**src/rtl/cl_serial_driver.sv**
```systemverilog
`default_nettype none
// ============================================================================
// cl_serial_driver : bit-serial initiator for a shared 1-bit logic cell
// Rev 1.0
// ============================================================================
module cl_serial_driver #(
  parameter int WIDTH = 8
) (
  input  logic             clk,
  input  logic             reset,
  input  logic             start,
  input  logic [WIDTH-1:0] a,
  input  logic [WIDTH-1:0] b,
  input  logic [1:0]       op,
  output logic             cell_a,
  output logic             cell_b,
  output logic [1:0]       cell_s,
  input  logic             cell_out,
  output logic             busy,
  output logic             done,
  output logic [WIDTH-1:0] result,
  output logic             zero
);

  localparam int CNT_W = $clog2(WIDTH);

  localparam logic [1:0] ST_IDLE = 2'd0;
  localparam logic [1:0] ST_RUN  = 2'd1;
  localparam logic [1:0] ST_DONE = 2'd2;

  logic [1:0]       state;
  logic [WIDTH-1:0] a_sh;
  logic [WIDTH-1:0] b_sh;
  logic [1:0]       op_reg;
  logic [CNT_W-1:0] cnt;
  logic [WIDTH-1:0] next_result;

  assign busy   = (state == ST_RUN);
  assign done   = (state == ST_DONE);
  assign cell_a = busy & a_sh[0];
  assign cell_b = busy & b_sh[0];
  assign cell_s = busy ? op_reg : 2'b00;

  // The cell's bit enters at the MSB so the LSB pair lands in result[0].
  assign next_result = {cell_out, result[WIDTH-1:1]};

  always_ff @(posedge clk) begin
    if (reset) begin
      state  <= ST_IDLE;
      a_sh   <= '0;
      b_sh   <= '0;
      op_reg <= 2'b00;
      cnt    <= '0;
      result <= '0;
      zero   <= 1'b0;
    end else begin
      case (state)
        ST_IDLE: begin
          if (start) begin
            a_sh   <= a;
            b_sh   <= b;
            op_reg <= op;
            cnt    <= '0;
            result <= '0;
            state  <= ST_RUN;
          end
        end
        ST_RUN: begin
          result <= next_result;
          a_sh   <= a_sh >> 1;
          b_sh   <= b_sh >> 1;
          cnt    <= cnt + 1'b1;
          if (cnt == CNT_W'(WIDTH - 1)) begin
            // Flag computed on the final word so it is valid alongside done.
            zero  <= (next_result == '0);
            state <= ST_DONE;
          end
        end
        ST_DONE: begin
          state <= ST_IDLE;
        end
        default: begin
          state <= ST_IDLE;
        end
      endcase
    end
  end

endmodule
`default_nettype wire

```
**config.mk**
```make
export PLATFORM = sky130hd
export DESIGN_NAME = cl_serial_driver
export DESIGN_NICKNAME = d
export VERILOG_FILES = /design/src/rtl/cl_serial_driver.sv
export SDC_FILE = /design/constraint.sdc
export NUM_CORES = 1
export LEC_CHECK = 0
export ABC_AREA = 0
export CORE_MARGIN = 5
export CORE_UTILIZATION = 32
export CTS_BUF_LIST = sky130_fd_sc_hd__clkbuf_4 sky130_fd_sc_hd__clkbuf_8
export CTS_CLUSTER_DIAMETER = 100
export DETAILED_ROUTE_END_ITERATION = 7
export DONT_BUFFER_PORTS = 1
export GPL_TIMING_DRIVEN = 0
export HOLD_SLACK_MARGIN = 0.12
export PLACE_DENSITY = 0.48
export RECOVER_POWER = 25
export SLEW_MARGIN = 40
export SYNTH_ARGS = -nofsm -noshare
export SYNTH_HDL_FRONTEND = slang
export SYNTH_SLANG_ARGS = --single-unit
```
**constraint.sdc**
```tcl
create_clock -name clk -period 1.07 [get_ports clk]
set_input_delay 0.214 -clock clk [delete_from_list [all_inputs] [get_ports clk]]
set_output_delay 0.214 -clock clk [all_outputs]
set_load 0.01 [all_outputs]
```
; ---- Yosys cells after proc, flatten, opt, wreduce, memory -nomap -nowiden
; Cells that the tools add are included.
[totals]
out_inout_bits = 15
regBits = 32
[classes]
n_mux = 12
n_reduce_logical = 7
addsub = 1
eq_ne = 5
bitwise = 2
[ops]
columns = operator, count
row1 = $pmux 8 s2, 3
row2 = $mux 8, 3
row3 = $logic_not 8->1, 1
row4 = $reduce_and 2->1, 4
row5 = $mux 2, 3
row6 = $pmux 3 s2, 1
row7 = $pmux 2 s2, 1
row8 = $add 3x1->3 const B, 1
row9 = $eq 3x3->1 const B, 1
row10 = $mux 3, 1
row11 = $and 1x1->1, 2
row12 = $eq 2x1->1 const B, 1
row13 = $eq 2x2->1 const B, 1
row14 = $logic_not 2->1, 1
row15 = $ne 2x1->1 const B, 1
row16 = $ne 2x2->1 const B, 1
row17 = $reduce_bool 2->1, 1

; ---- Logic depth before layout (Yosys ltp)
; Gate-level depths: netlist (run 1).
[logic_depth]
word_depth = 3
depth_mapped = 6
depth_no_buf = 5

; ---- Worst setup path after synthesis (run 1)
; OpenSTA, ideal clock, no wires.
[synth_timing]
path_kind = register -> output
from = reg state[1]
to = out cell_a
stages_incl_launch_ff = 6
arrival_ps = 1008
path_slack_ps = -152
n_path_buf = 2
cell_sequence = dfxtp_1 > nand2b_1 > buf_6 > clkinv_4 > buf_4 > and2_1
[synth_via]
elab_chain_len = 2
[synth_rtl]
columns = item, line
row1 = start: declaration, 31  ; logic [1:0] state;
row2 = start signal: assignment, 49  ; state <= ST_IDLE;
row3 = start signal: assignment, 65  ; state <= ST_RUN;
row4 = start signal: assignment, 76  ; state <= ST_DONE;
row5 = $eq 2x1->1, 38  ; assign busy = (state == ST_RUN);
row6 = via busy, 19  ; output logic busy,
row7 = $and 1x1->1, 40  ; assign cell_a = busy & a_sh[0];
row8 = end: declaration, 15  ; output logic cell_a,
; The timed path passes the listed nets, and every way through them passes these cells.

; ---- Worst setup path after layout (run 1)
[layout_timing]
from = reg state[1]
to = out cell_s[1]
[layout_via]
elab_chain_len = 2
[layout_rtl]
columns = item, line
row1 = $eq 2x1->1, 38
row2 = via busy, 19
row3 = $mux 2, 42  ; assign cell_s = busy ? op_reg : 2'b00;
row4 = end: declaration, 17  ; output logic [1:0] cell_s,
; The timed path passes the listed nets, and every way through them passes these cells.

==> results of run 1 <==
## power groups by stage
stage                     Combinational [mW]  Clock, mW  Sequential (mW)
after floorplan                        0.261          0             1.32
after global placement                 0.314          0             1.33
after detailed placement               0.321          0             1.33
after CTS                              0.555      0.989             1.31
after global routing                   0.680       1.06             1.32
final                                  0.636      0.970             1.32
## layout make-up
type / instances / area (µm²) / area share, %
inverters: 2 / 12.5 / 0.541
multi-input cells: 105 / 902 / 39.0
clock buffers: 6 / 82.6 / 3.57
flip-flops and latches: 32 / 651 / 28.1
well taps: 50 / 62.6 / 2.71
plain buffers: 10 / 105 / 4.55
clock inverters: 2 / 10.0 / 0.433
repair buffers: 41 / 487 / 21.0
## layer usage
layer | vias to the layer above | track usage (%) | wire [µm]
met5 | - | 0 | 0
met4 | 0 | 4.94 | 44
met3 | 6 | 6.81 | 294
met2 | 37 | 23.0 | 1890
met1 | 623 | 17.9 | 1810
li1 | 623 | - | -
## repair_timing
item,4_1_cts,5_1_grt
hold endpoints to repair,20,0
gates resized for setup,40,28
buffers inserted,10,5
pin swaps,13,11
gates cloned,5,1
setup endpoints to repair,38,38
hold buffers,20,0
## worst paths after layout
path,to,start
worst min register to register,cnt[0],cnt[0]
worst max-delay path,cell_s[1],state[1]
worst max register to register,result[3],state[1]
worst min-delay path,state[0],start
## per-stage QoR
step	hold WS, ns	setup WS, ns	power [mW]
2_1_floorplan	0.287	-0.0501	1.58
3_3_place_gp	0.288	-0.154	1.64
3_5_place_dp	0.291	-0.191	1.65
4_1_cts	0.122	-0.250	2.85
5_1_grt	0.121	-0.290	3.06
6_report	0.123	-0.250	2.92
## logic make-up after synthesis
group / Yosys count / share of synthesized area (%)
compound gates: 45 / 23.7
fa+ha+maj: 2 / 1.86
buf+inv: 13 / 6.52
flops: 32 / 47.7
mux: 3 / 2.23
simple gates: 55 / 18.0
## placed cells by master (no fill, tap or decap), drive strengths merged, types with 2 or more instances in the layout
cell         netlist  final
and2               4      4
clkbuf             2      9
nor4               2      2
nand2             14     14
buf                9     26
nor2              29     29
a22oi             12     12
a211oi            15     15
a21oi             15     15
dlygate4sd3        0     20
mux2i              3      3
dfxtp             32     32
ha                 2      2
clkinv             1      3
bufbuf             0      2
nor3               2      2
==> Implementation_results.wiki, run 1 <==
{| class="wikitable"
! Metric !! Value
|-
| Status || finished, violations left
|-
| Failing checks || negative setup slack
|-
| Setup TNS || -6.50 ns
|-
| Total of max-cap violations || 0
|-
| CTS sink cnt || 32
|-
| Leakage power summed over all cells || a little under 0.9 nW
|-
| Top fanout value on the critical path || 5
|-
| Count of fill cells added during filler insertion || 343
|-
| Arrival time reported for the critical path endpoint || 1.11 ns
|-
| WHS Path Cells || 2
|-
| CTS tree || built
|-
| Leading area contributor after synthesis || sky130_fd_sc_hd__dfxtp_1
|-
| Pin count of the biggest net entering global routing || 11
|-
| Final Cycle Share || 123%
|-
| Switching power summed over all nets || between 0.8 and 0.9 mW
|-
| Aggregate global routing overflow || 0
|-
| Stages on the worst setup path || 4
|-
| Shortest period the worst path allows || 1.32 ns
|-
| Number of synthesized register bits || 32
|-
| Post-Syn Instances || 150
|-
| DRC violations left || 0
|-
| Number of hold violations in the final report || 0
|-
| Register-to-Register Path Depth || 6
|-
| Regs by FF count || a_sh x8, b_sh x8, result x8
|-
| Number of detailed-route iterations in the first pass || 4
|-
| Number of failing setup endpoints in the final timing report || 37
|-
| Max Fclk || around 760 MHz
|-
| IO Count || 37
|-
| Cell area after layout || 2310 µm²
|-
| Last weighted congestion value of the routability-driven placer || 0.682
|-
| Most common cell in the synthesized netlist || sky130_fd_sc_hd__dfxtp_1
|-
| Combined global-route utilization of all metal layers || about 15%
|-
| Fraction of synthesized cell area taken by the top area cell type || 47.7%
|-
| Antenna diodes || 0
|-
| Maximum level of the CTS H-tree || 2
|-
| Fraction of the yosys area taken by sequential cells || between 40 and 50%
|-
| Share of flip-flops with an asynchronous set or reset || 0%
|-
| Max-slew violation count || 0
|-
| Avg Cell Area, Syn || 8.96 µm²
|-
| FP Rows || 23
|-
| Average wire per standard cell || 16.3 µm
|-
| Distinct cell type count after synthesis || 26
|-
| Die W || about 75 µm
|-
| Dominant synthesized flop cell || sky130_fd_sc_hd__dfxtp_1
|-
| PD cells || 1260 nW/µm²
|-
| CTS root buf || sky130_fd_sc_hd__clkbuf_8
|-
| Worst Setup Path Type || reg -> out
|-
| Non-Filler Instances || 248
|-
| Vias/cell || 5.20
|-
| Clock input transition at the sequential cells of the worst setup and hold paths || around 0.060 ns
|-
| WP buf/inv || 2
|-
| Global-route wire length before repair || 6.12 mm
|-
| Type of the most critical hold path || in -> reg
|-
| RSZ-0062 raised after global routing || yes
|-
| Kind of launch point of the worst setup path || flop
|-
| Synth warn || 0
|-
| Worst-Margin Slew || approximately 0.7 ns
|-
| Full die area || 5600 µm²
|-
| Sw frac || about 27%
|-
| Layout Skew || 0.00575 ns
|-
| Overall routed net length || 4.04 mm
|-
| Total placed instance area || 1500 µm²
|-
| Antenna violations before repair || 0
|-
| Synthesized netlist net count || 174
|-
| Clock latency on the worst-skew pair || around 0.29 ns
|-
| Die Y || between 70 and 80 µm
|-
| CP Cell Sequence || nand2b_4 -> clkinv_4 -> buf_8 -> and2_4
|-
| Number of instances in the placed design || 200
|-
| Maximum VDD drop || 0.928 mV
|-
| Data required time at the worst endpoint || 0.86 ns
|-
| Number of global-route vias before repair || 1270
|-
| Initial cell density of the core || 33.4%
|-
| Final net count || 221
|-
| Antenna-violating nets left || 0
|-
| Number of buffers created by CTS || 5
|-
| Number of buffers on the longest clock path || 2
|-
| Vias after detailed routing || 1289
|-
| Reg power frac || 45.1%
|-
| CP max-delay cell || sky130_fd_sc_hd__dfxtp_4
|-
| Area of the core || about 4000 µm²
|-
| Worst-case headroom to the max-slew limit || 54.3%
|-
| Number of enable flip-flop cells after synthesis || 0
|-
| Dominant delay contributor by cell family on the critical path || flip-flops
|-
| HPWL reported at the end of detailed placement || 2.34 mm
|-
| Internal cell power || 2.12 mW
|-
| DRT iter0 DRCs || 64
|-
| Input/output buffers || 0
|-
| Worst path max stage delay || 0.35 ns
|-
| Clock share of power || 33.2%
|-
| Part of the power in combinational logic || 21.8%
|-
| Capturing element type of the critical path || primary output
|-
| Final core area utilization || 57.4%
|-
| Top post-synthesis cells by count || sky130_fd_sc_hd__dfxtp_1 (32), sky130_fd_sc_hd__nor2_1 (29), sky130_fd_sc_hd__a21oi_1 (15), sky130_fd_sc_hd__nand2_1 (14)
|-
| Worst-case setup margin in the final layout || -0.250 ns
|-
| Cell Area, Synth || 1340 µm²
|-
| Share of layout cells above drive strength 1 || 48.0%
|-
| Layout area overhead || 72.1%
|-
| Synth area leaders || sky130_fd_sc_hd__dfxtp_1 (48%), sky130_fd_sc_hd__nor2_1 (8.1%), sky130_fd_sc_hd__a211oi_1 (6.7%)
|-
| Worst setup slack for register-to-register paths || -0.23 ns
|}
Power figures use the tool's default switching activity.
==> run 2, diff against run 1 <==
- PLACE_DENSITY: 0.48 -> default
- PLACE_DENSITY_LB_ADDON: default -> 0.05
==> run 2 against run 1 <==
Effect of this change: the run still ends with negative setup slack left; non-clock buffer count is the same; setup slack lost 0.0057 ns; first-iteration DRC count shrank 25%; routed wire length grew 2.0%; critical path type unchanged; critical endpoint is now cell_a; largest cell class unchanged.
==> Implementation_results.wiki, run 2 (same netlist as run 1, synthesis figures left out) <==
{| class="wikitable"
! Metric !! Value
|-
| DRC violations left || 0
|-
| Last weighted congestion value of the routability-driven placer || 0.749
|-
| Number of global-route vias before repair || approximately 1300
|-
| Overall routed net length || 4.12 mm
|-
| Vias/cell || a little over 5
|-
| Failing checks || negative setup slack
|-
| Final net count || 221
|-
| Initial cell density of the core || 33.4%
|-
| Count of fill cells added during filler insertion || 339
|-
| Pin count of the biggest net entering global routing || 11
|-
| Number of failing setup endpoints in the final timing report || 37
|-
| Antenna violations before repair || 0
|-
| Combined global-route utilization of all metal layers || 15.2%
|-
| Total of max-cap violations || 0
|-
| Area of the core || 4030 µm²
|-
| Type of the most critical hold path || in -> reg
|-
| Worst-case headroom to the max-slew limit || 55.0%
|-
| Highest-count cells in the layout ignoring fill and taps || sky130_fd_sc_hd__nor2_1 (29), sky130_fd_sc_hd__dfxtp_1 (28), sky130_fd_sc_hd__dlygate4sd3_1 (21), sky130_fd_sc_hd__a211oi_2 (14), sky130_fd_sc_hd__a22oi_2 (12)
|-
| Die W || 74.8 µm
|-
| Max Fclk || 754 MHz
|-
| Layout Skew || approximately 0.0037 ns
|-
| Final core area utilization || 59.3%
|-
| Non-Filler Instances || 248
|-
| Setup TNS || -6.55 ns
|-
| Vias after detailed routing || 1250
|-
| Number of buffers created by CTS || 5
|-
| Number of hold violations in the final report || 0
|-
| CTS sink cnt || 32
|-
| Full die area || 5600 µm²
|-
| Clock latency on the worst-skew pair || 0.29 ns
|-
| Top fanout value on the critical path || 5
|-
| Shortest period the worst path allows || between 1 and 1.5 ns
|-
| Final Cycle Share || 124%
|-
| IO Count || 37
|-
| Most common cell after layout, fill and taps aside || sky130_fd_sc_hd__nor2_1
|-
| Max-slew violation count || 0
|-
| Total placed instance area || 1500 µm²
|-
| Worst-case setup margin in the final layout || -0.256 ns
|-
| Average wire per standard cell || about 17 µm
|-
| FP Rows || 23
|-
| Worst-Margin Slew || 0.675 ns
|-
| Input/output buffers || 0
|-
| Post-layout total power || 3.04 mW
|-
| Antenna diodes || 0
|-
| Worst Setup Path Type || reg -> out
|-
| Maximum VDD drop || 0.705 mV
|-
| Data required time at the worst endpoint || 0.86 ns
|-
| Share of layout cells above drive strength 1 || a little under half
|-
| Cell area after layout || 2390 µm²
|-
| Arrival time reported for the critical path endpoint || 1.11 ns
|-
| CTS root buf || sky130_fd_sc_hd__clkbuf_8
|-
| Global-route wire length before repair || around 6.3 mm
|-
| Capturing element type of the critical path || primary output
|-
| Number of buffers on the longest clock path || 2
|-
| CTS tree || built
|-
| Kind of launch point of the worst setup path || flop
|-
| Layout area overhead || 77.7%
|-
| Clock input transition at the sequential cells of the worst setup and hold paths || 0.06 ns
|-
| Number of instances in the placed design || 200
|-
| Status || finished, violations left
|-
| HPWL reported at the end of detailed placement || 2.34 mm
|-
| Antenna-violating nets left || 0
|-
| Aggregate global routing overflow || 0
|-
| Die Y || 74.8 µm
|-
| Number of detailed-route iterations in the first pass || 4
|-
| Maximum level of the CTS H-tree || 2
|-
| RSZ-0062 raised after global routing || yes
|-
| DRT iter0 DRCs || 48
|-
| Leakage power summed over all cells || 0.908 nW
|-
| PD cells || 1270 nW/µm²
|-
| Regs by FF count || a_sh x8, b_sh x8, result x8
|}
==> run 2: cell count changes in the layout (fill, tap and decap cells not counted), sizes merged <==
| cell | before | now |
|---|---|---|
| bufbuf | 2 | 3 |
| clkinv | 3 | 1 |
| dlygate4sd3 | 20 | 21 |
| clkbuf | 9 | 11 |
| buf | 26 | 24 |
==> run 2: power by group <==
group	internal (mW)	switching [mW]
Clock	0.612	0.437
Sequential	1.25	0.0601
Combinational	0.386	0.291
Total	2.25	0.788
==> run 2: critical path, cell delays in order (launching register included) <==
cell and delay (ns):
sky130_fd_sc_hd__dfxtp_4 0.36, sky130_fd_sc_hd__nand2b_4 0.14, sky130_fd_sc_hd__clkinv_4 0.05, sky130_fd_sc_hd__buf_8 0.13
sky130_fd_sc_hd__and2_4 0.14
==> run 2: final timing paths <==
kind	to	slack [ns]	cells after the start	startpoint
worst max-delay path	cell_a	-0.26	4	state[1]
worst min register to register	cnt[0]	0.46	1	cnt[0]
worst min-delay path	zero	0.16	3	cell_out
worst max register to register	b_sh[6]	-0.25	6	state[1]
==> run 2: what timing repair did <==
| action | 4_1_cts | 5_1_grt |
|---|---|---|
| gates resized for setup | 41 | 29 |
| setup endpoints to repair | 37 | 38 |
| cloned | 5 | 1 |
| pin swaps | 8 | 13 |
| endpoints found under the hold margin | 21 | 0 |
| hold buffers | 21 | 0 |
| buffers inserted | 13 | 1 |
==> run 2: through the flow <==
step	setup slack (ns)	hold WS, ns
6_report	-0.256	0.158
5_1_grt	-0.313	0.154
4_1_cts	-0.270	0.160
3_5_place_dp	-0.183	0.290
3_3_place_gp	-0.156	0.288
2_1_floorplan	-0.0501	0.287
==> run 2: layout make-up <==
| type | count | area [µm²] | area share [%] |
|---|---|---|---|
| multi-input cells | 105 | 912 | 38.2 |
| flip-flops and latches | 32 | 651 | 27.3 |
| repair buffers | 41 | 532 | 22.3 |
| plain buffers | 10 | 114 | 4.77 |
| clock buffers | 8 | 104 | 4.35 |
| well taps | 50 | 62.6 | 2.62 |
| inverters | 2 | 12.5 | 0.524 |
==> run 2: layer usage <==
| layer | vias up | track usage [%] | wire length, µm |
|---|---|---|---|
| li1 | 623 | - | - |
| met1 | 579 | 18.4 | 1720 |
| met2 | 41 | 25.0 | 2020 |
| met3 | 7 | 5.61 | 332 |
| met4 | 0 | 4.74 | 48 |
| met5 | - | 0 | 0 |
